[src/rtl/alu_pkg.sv]
// alu_pkg: ALU op codes, main-control alu_op encodings and R-type funct values
package alu_pkg;
  localparam logic [3:0] ALU_AND = 4'b0000;
  localparam logic [3:0] ALU_OR  = 4'b0001;
  localparam logic [3:0] ALU_ADD = 4'b0010;
  localparam logic [3:0] ALU_SUB = 4'b0110;
  localparam logic [3:0] ALU_SLT = 4'b0111;
  localparam logic [3:0] ALU_NOR = 4'b1100;
  localparam logic [1:0] AOP_ADD   = 2'b00;
  localparam logic [1:0] AOP_SUB   = 2'b01;
  localparam logic [1:0] AOP_FUNCT = 2'b10;
  localparam logic [1:0] AOP_OR    = 2'b11;
  localparam logic [5:0] FUNCT_ADD  = 6'b100000;
  localparam logic [5:0] FUNCT_ADDU = 6'b100001;
  localparam logic [5:0] FUNCT_SUB  = 6'b100010;
  localparam logic [5:0] FUNCT_SUBU = 6'b100011;
  localparam logic [5:0] FUNCT_AND  = 6'b100100;
  localparam logic [5:0] FUNCT_OR   = 6'b100101;
  localparam logic [5:0] FUNCT_NOR  = 6'b100111;
  localparam logic [5:0] FUNCT_SLT  = 6'b101010;
endpackage

[src/rtl/alu_ctrl_decode.sv]
// alu_ctrl_decode: maps alu_op/funct to the 4-bit ALU op and flags undecodable funct
module alu_ctrl_decode
  import alu_pkg::*;
(
  input  logic [1:0] alu_op,
  input  logic [5:0] funct,
  output logic [3:0] alu_ctrl,
  output logic       illegal
);
  logic [3:0] f_ctrl;
  logic       f_ill;
  always_comb begin
    f_ctrl = ALU_ADD;
    f_ill  = 1'b0;
    case (funct)
      FUNCT_ADD, FUNCT_ADDU: f_ctrl = ALU_ADD;
      FUNCT_SUB, FUNCT_SUBU: f_ctrl = ALU_SUB;
      FUNCT_AND:             f_ctrl = ALU_AND;
      FUNCT_OR:              f_ctrl = ALU_OR;
      FUNCT_NOR:             f_ctrl = ALU_NOR;
      FUNCT_SLT:             f_ctrl = ALU_SLT;
      default:               f_ill  = 1'b1;
    endcase
    alu_ctrl = alu_op == AOP_FUNCT ? f_ctrl :
               alu_op == AOP_SUB   ? ALU_SUB :
               alu_op == AOP_OR    ? ALU_OR  : ALU_ADD;
    illegal  = alu_op == AOP_FUNCT && f_ill;
  end
endmodule

[src/rtl/alu_issue_stage.sv]
// alu_issue_stage: ID/EX slot with ALU decode, EX/MEM>MEM/WB forwarding, imm mux, valid/ready, flush
module alu_issue_stage
  import alu_pkg::*;
#(
  parameter int W  = 32,
  parameter int RW = 5
) (
  input  logic          clk,
  input  logic          rst,
  input  logic          in_valid,
  output logic          in_ready,
  input  logic [RW-1:0] rs_idx,
  input  logic [RW-1:0] rt_idx,
  input  logic [RW-1:0] rd_idx,
  input  logic [W-1:0]  rs_data,
  input  logic [W-1:0]  rt_data,
  input  logic [15:0]   imm16,
  input  logic          zero_ext,
  input  logic          alu_src,
  input  logic [1:0]    alu_op,
  input  logic [5:0]    funct,
  input  logic          exmem_wr,
  input  logic          memwb_wr,
  input  logic [RW-1:0] exmem_rd,
  input  logic [RW-1:0] memwb_rd,
  input  logic [W-1:0]  exmem_data,
  input  logic [W-1:0]  memwb_data,
  input  logic          flush,
  output logic          out_valid,
  input  logic          out_ready,
  output logic [W-1:0]  alu_a,
  output logic [W-1:0]  alu_b,
  output logic [3:0]    alu_ctrl,
  output logic [W-1:0]  store_data,
  output logic [RW-1:0] dest,
  output logic          illegal
);
  logic [3:0]    dec_ctrl;
  logic          dec_ill;
  logic          cap;
  logic [W-1:0]  fwd_rs, fwd_rt, ext;
  logic          valid_q, valid_d, ill_q, ill_d;
  logic [W-1:0]  a_q, a_d, b_q, b_d, sd_q, sd_d;
  logic [3:0]    ctrl_q, ctrl_d;
  logic [RW-1:0] dest_q, dest_d;
  alu_ctrl_decode u_dec (
    .alu_op   (alu_op),
    .funct    (funct),
    .alu_ctrl (dec_ctrl),
    .illegal  (dec_ill)
  );
  always_comb begin
    in_ready = !valid_q || out_ready;
    cap      = in_valid && in_ready && !flush;
    fwd_rs   = exmem_wr && exmem_rd == rs_idx && rs_idx != '0 ? exmem_data :
               memwb_wr && memwb_rd == rs_idx && rs_idx != '0 ? memwb_data : rs_data;
    fwd_rt   = exmem_wr && exmem_rd == rt_idx && rt_idx != '0 ? exmem_data :
               memwb_wr && memwb_rd == rt_idx && rt_idx != '0 ? memwb_data : rt_data;
    ext      = zero_ext ? {{(W-16){1'b0}}, imm16} : {{(W-16){imm16[15]}}, imm16};
    valid_d  = flush ? 1'b0 : cap || (valid_q && !out_ready);
    a_d      = cap ? fwd_rs : a_q;
    b_d      = cap ? (alu_src ? ext : fwd_rt) : b_q;
    sd_d     = cap ? fwd_rt : sd_q;
    ctrl_d   = cap ? dec_ctrl : ctrl_q;
    dest_d   = cap ? rd_idx : dest_q;
    ill_d    = cap ? dec_ill : ill_q;
  end
  always_ff @(posedge clk or posedge rst) begin
    if (rst) begin
      valid_q <= 1'b0;
      a_q     <= '0;
      b_q     <= '0;
      sd_q    <= '0;
      ctrl_q  <= ALU_ADD;
      dest_q  <= '0;
      ill_q   <= 1'b0;
    end else begin
      valid_q <= valid_d;
      a_q     <= a_d;
      b_q     <= b_d;
      sd_q    <= sd_d;
      ctrl_q  <= ctrl_d;
      dest_q  <= dest_d;
      ill_q   <= ill_d;
    end
  end
  assign out_valid  = valid_q;
  assign alu_a      = a_q;
  assign alu_b      = b_q;
  assign store_data = sd_q;
  assign alu_ctrl   = ctrl_q;
  assign dest       = dest_q;
  assign illegal    = ill_q;
endmodule

[config.mk]
export PLATFORM = sky130hd
export DESIGN_NAME = alu_issue_stage
export DESIGN_NICKNAME = d
export VERILOG_FILES = /design/src/rtl/alu_pkg.sv /design/src/rtl/alu_ctrl_decode.sv /design/src/rtl/alu_issue_stage.sv
export SDC_FILE = /design/constraint.sdc
export NUM_CORES = 1
export LEC_CHECK = 0
export CAP_MARGIN = 20
export CORE_ASPECT_RATIO = 0.6
export CORE_UTILIZATION = 42
export DETAILED_ROUTE_END_ITERATION = 12
export PLACE_DENSITY = 0.88
export SLEW_MARGIN = 20
export SYNTH_ARGS = -nofsm -noshare
export SYNTH_HDL_FRONTEND = slang
export SYNTH_SLANG_ARGS = --single-unit
[constraint.sdc]
create_clock -name clk -period 4.46 [get_ports clk]
set_clock_uncertainty 0.15 [all_clocks]
set_input_delay 1.115 -clock clk [delete_from_list [all_inputs] [get_ports clk]]
set_output_delay 1.115 -clock clk [all_outputs]
set_load 0.1 [all_outputs]
* After elaboration in Yosys (flattened, before gate mapping)
Cells that the tools add are included.
** Word-level totals
- Bits in registers :: 107
- Word-level logic and storage cells :: 55
- Bits of input ports :: 186
- Output and inout port bits :: 108
** Operators by class
- Reduce and logical (&&, ||, !) cells :: 21
- Mux-type cells :: 12
- Eq/ne operators :: 15
** Operators by type and width (count)
- $mux W32 :: 6
- $eq A6 B6 Y1 const B :: 8
- $eq A5 B5 Y1 :: 4
- $pmux W4 S5 :: 1
- $logic_and A1 B1 Y1 :: 12
- $reduce_bool A5 Y1 :: 2
- $mux W4 :: 2
- $reduce_or A8 Y1 :: 1
- $eq A2 B2 Y1 const B :: 2
- $logic_not A1 Y1 :: 3
- $eq A2 B1 Y1 const B :: 1
- $logic_or A1 B1 Y1 :: 2
- $mux W1 :: 2
- $mux W2 :: 1
- $reduce_or A2 Y1 :: 1

* Longest topological paths before layout
- Depth in word-level cells :: 6
- Mapped depth :: 9
- Gate-level depth less buffers :: 6

* Hierarchy
Synthesis repeated with hierarchy kept, for this count alone.
** Second synthesis, totals
- Cells, all modules :: 525
- Area, all modules :: 5544.1 µm²
** By module, submodules not included
- alu_issue_stage :: area an instance 5406.4 µm², instances 1, cells an instance 505
- alu_ctrl_decode :: area an instance 137.6 µm², instances 1, cells an instance 20

* Worst setup path before layout
No wires, ideal clock.
- Kind :: in2out
- From :: in out_ready
- To :: out in_ready
- Arrival :: 1.768 ns
- Stages on the path :: 2
- Path slack :: 1.427 ns
- Path buffers :: 0
- Data required time :: 3.195 ns
- Cells stage by stage :: nor2b_1 > inv_1
** On the way
- Word-level cells in the longest chain between the ends :: 1
** RTL lines
- from (decl) :: line alu_issue_stage.sv:30 : input logic out_ready,
- $logic_or A1 B1 Y1 :: line alu_issue_stage.sv:53 : in_ready = !valid_q || out_ready;
- to (decl) :: line alu_issue_stage.sv:11 : output logic in_ready,
Every way passes these cells.

* Final worst setup path
- From :: in rt_idx[0]
- To :: reg b_q[4], in the netlist alu_b[4]
** On the way
- Word-level cells in the longest chain between the ends :: 6
- Elaborated cells on any way between the ends :: 10
** RTL lines
- from (decl) :: line alu_issue_stage.sv:13 : input logic [RW-1:0] rt_idx,
- $eq A5 B5 Y1 :: line alu_issue_stage.sv:58 : memwb_wr && memwb_rd == rt_idx && rt_idx != '0 ? memwb_data : rt_data;
- $logic_and A1 B1 Y1 (2 in a row) :: line alu_issue_stage.sv:58
- $mux W32 :: line alu_issue_stage.sv:58
- $mux W32 (*) :: line alu_issue_stage.sv:57 : fwd_rt = exmem_wr && exmem_rd == rt_idx && rt_idx != '0 ? exmem_data :
- $mux W32 (*) :: line alu_issue_stage.sv:62 : b_d = cap ? (alu_src ? ext : fwd_rt) : b_q;
- to (signal assigned) :: line alu_issue_stage.sv:72 : b_q <= '0;
- to (signal assigned) :: line alu_issue_stage.sv:80 : b_q <= b_d;
- to (decl) :: line alu_issue_stage.sv:43 : logic [W-1:0] a_q, a_d, b_q, b_d, sd_q, sd_d;
Mark *: on every way between the ends. The rest lies on a longest branch, timed or not.
A chain may end at the register's enable or synchronous reset.

==> impl_metrics.json <==
{
  "antenna_cells": 0,
  "synth-main-ff-cell": "dfrtp_1",
  "first_global_vias": 6668,
  "drt-wirelength-per-cell_um": 21.7,
  "clk_pin_slew_ns": 0.07,
  "place_area_sq_mm": 0.00929,
  "drc_errors": 0,
  "slew_viol_final": 0,
  "finalWeightedCongestion": 0.983,
  "ys_seq_elements": 107,
  "synth_area_sq_mm": 0.00621,
  "dp_cells": 1116,
  "yosysTopAreaCellShare_pct": 42.7,
  "num-fill-cells": 1130,
  "status": "completed",
  "port_buffers": 293,
  "mostFrequentLayoutCells": "clkdlybuf4s50_1, dfrtp_1, o21ai_0",
  "p_leak_uw": 0.00375,
  "synth_cell_types": 51,
  "muxShareOfSynthArea_pct": 0.161,
  "cp-start-kind": "input pin",
  "yosysSeqAreaShare_pct": 43.2,
  "power.density_mw_per_mm2": 427,
  "synth-edff-count": 0,
  "synthXorXnorAreaFrac_pct": 2.82,
  "finalHoldViolations": 0,
  "finalCritPeriodShare_pct": 80.5,
  "peakVddDrop_v": 0.000254,
  "place.detailed.hpwl_um": 17700,
  "yosys.area.top_type": "dfrtp_1",
  "drt-total-wl_um": 24600,
  "cts_buffers": 9,
  "antenna_found_initial": 0,
  "synthSimpleGateAreaFrac_pct": 17.4,
  "rsz0062_at_grt": "false",
  "grt_pass1_wl_um": 37600,
  "clock_latency_ns": 0.33,
  "final-seq-area_sq_mm": 0.00268,
  "viasPerCell": 6.05,
  "tritoncts": "done",
  "grt_usage_pct": 31.9,
  "synth_nets": 858,
  "hold_path_class": "reg2reg",
  "gr-total-overflow": 0,
  "cts.sinks": 107,
  "layout-drive-gt1-share_pct": 7.02,
  "synth_warnings": 0,
  "fp.dieH_um": 96.2,
  "firstDrtPassIters": 7,
  "fin_tns_setup_ns": 0,
  "crit_fanout": 18,
  "end_kind": "flop",
  "multi_input_area_sq_mm": 0.00325,
  "cts_max_level": 3,
  "initial_core_util_pct": 44.2,
  "cp.required_ns": 4.50,
  "io_pins": 294,
  "synthCells": 672,
  "final_common_cell": "clkdlybuf4s50_1",
  "synth_top_family_by_area": "compound AO/OA/AOI/OAI gates",
  "first_iter_violations": 650,
  "avgSynthCellArea_sq_um": 9.24,
  "clock.fmax_mhz": 279,
  "ctsResizeCount": 0,
  "row_count": 33,
  "die_area_sq_mm": 0.0153,
  "num_vias": 6845,
  "ctsHoldBuffers": 0,
  "syn_to_final_growth_pct": 54.3,
  "drt.antenna.violating_nets": 0,
  "cp.arrival_ns": 3.63,
  "final_cell_area_sq_mm": 0.00958,
  "yosys-top-cells-area": "dfrtp_1, o21ai_0, o31ai_1",
  "grt_max_degree": 68,
  "cts_root_buf": "clkbuf_16",
  "ys_async_sr_fraction_pct": 100,
  "timing.hold.ws_ns": 0.328,
  "postCtsSetupRepairBufs": 0,
  "finalCriticalPeriod_ns": 3.59,
  "critical_path_class": "in2reg",
  "drv_cap": 0,
  "fp.dieW_um": 159,
  "max_slew_margin_pct": 30.4,
  "finalNonFillerCells": 1132,
  "finalSetupViolations": 0,
  "cts_buffer_depth": 2,
  "synth_compound_area_share_pct": 31.6,
  "core_region_area_sq_mm": 0.0140,
  "worst_slew_pin_slew_ns": 1.04,
  "synth_fa_ha_area_share_pct": 0,
  "nets": 1121
}
-- power breakdown --
part	switching (uW)	leakage, uW	internal (uW)
clock network	377	0.000140	401
registers	105	0.00131	1120
logic	1520	0.00230	557
-- worst max-delay path: stages --
cell and delay (ns):
clkdlybuf4s50_1 0.60, xnor2_1 0.18, o211a_1 0.67, nand3_4 0.46
a221oi_2 0.46, o31ai_1 0.13
-- cell type report --
cell class,count,share of cell area (%)
clock buffer,10,2.50
clock inverter,6,0.496
inverter,4,0.183
multi-input combinational,500,33.9
sequential,107,28.0
tap,192,2.51
timing repair buffer,313,32.4
-- path summary, 6_finish.rpt --
kind,start,to,slack [ns],cells after the start
worst max-delay path,rt_idx[0],alu_b[4],0.87,6
worst min-delay path,alu_a[18],alu_a[18],0.33,2
worst max register to register,out_valid,alu_b[4],2.22,4
worst min register to register,alu_a[18],alu_a[18],0.33,2
max in group asynchronous,rst,alu_ctrl[1],2.28,3
min in group asynchronous,rst,alu_a[25],1.07,2
-- stage by stage --
step           total power [uW]  worst slack, ns  util (%)
3_5_place_dp               3320            0.556      66.2
3_3_place_gp               3300            0.588      66.2
6_report                   4090            0.871      68.2
5_1_grt                    4240            0.753      68.2
2_1_floorplan              2680            0.379         -
4_1_cts                    4110            0.888      68.2
-- kinds of logic after synthesis --
logic type	Yosys count
xor+xnor	20
compound gates	265
mux	1
simple gates	214
flops	107
buf+inv	65
-- Yosys cell counts (all sizes together), types with 2 or more instances --
library cell and count:
dfrtp 106, o21ai 81, nand2 74, a221oi 48
clkbuf 44, and2 42, o31ai 39, nor2 28
nand3 27, o211ai 20, a21oi 18, buf 17
and3 15, xnor2 15, a311oi 14, a22o 9
nor3 9, o2111ai 9, o21a 9, o22a 8
a21o 7, xor2 5, nand4 4, nor2b 4
inv 3, or4 3, nor3b 2
-- state kept, by name, indices dropped and copies added (netlist names) --
register	flops
illegal	1
alu_a	32
alu_ctrl	4
dest	5
store_data	32
alu_b	32
out_valid	1
-- per-layer routing --
metal,global-route usage [%],vias to the layer above,part of all wire (%)
li1,-,3064,-
met5,0,-,0
met3,9.05,48,10
met2,50.7,439,45
met1,42.9,3294,43
met4,8.41,0,2.0
(Power assumes the default switching activity.)
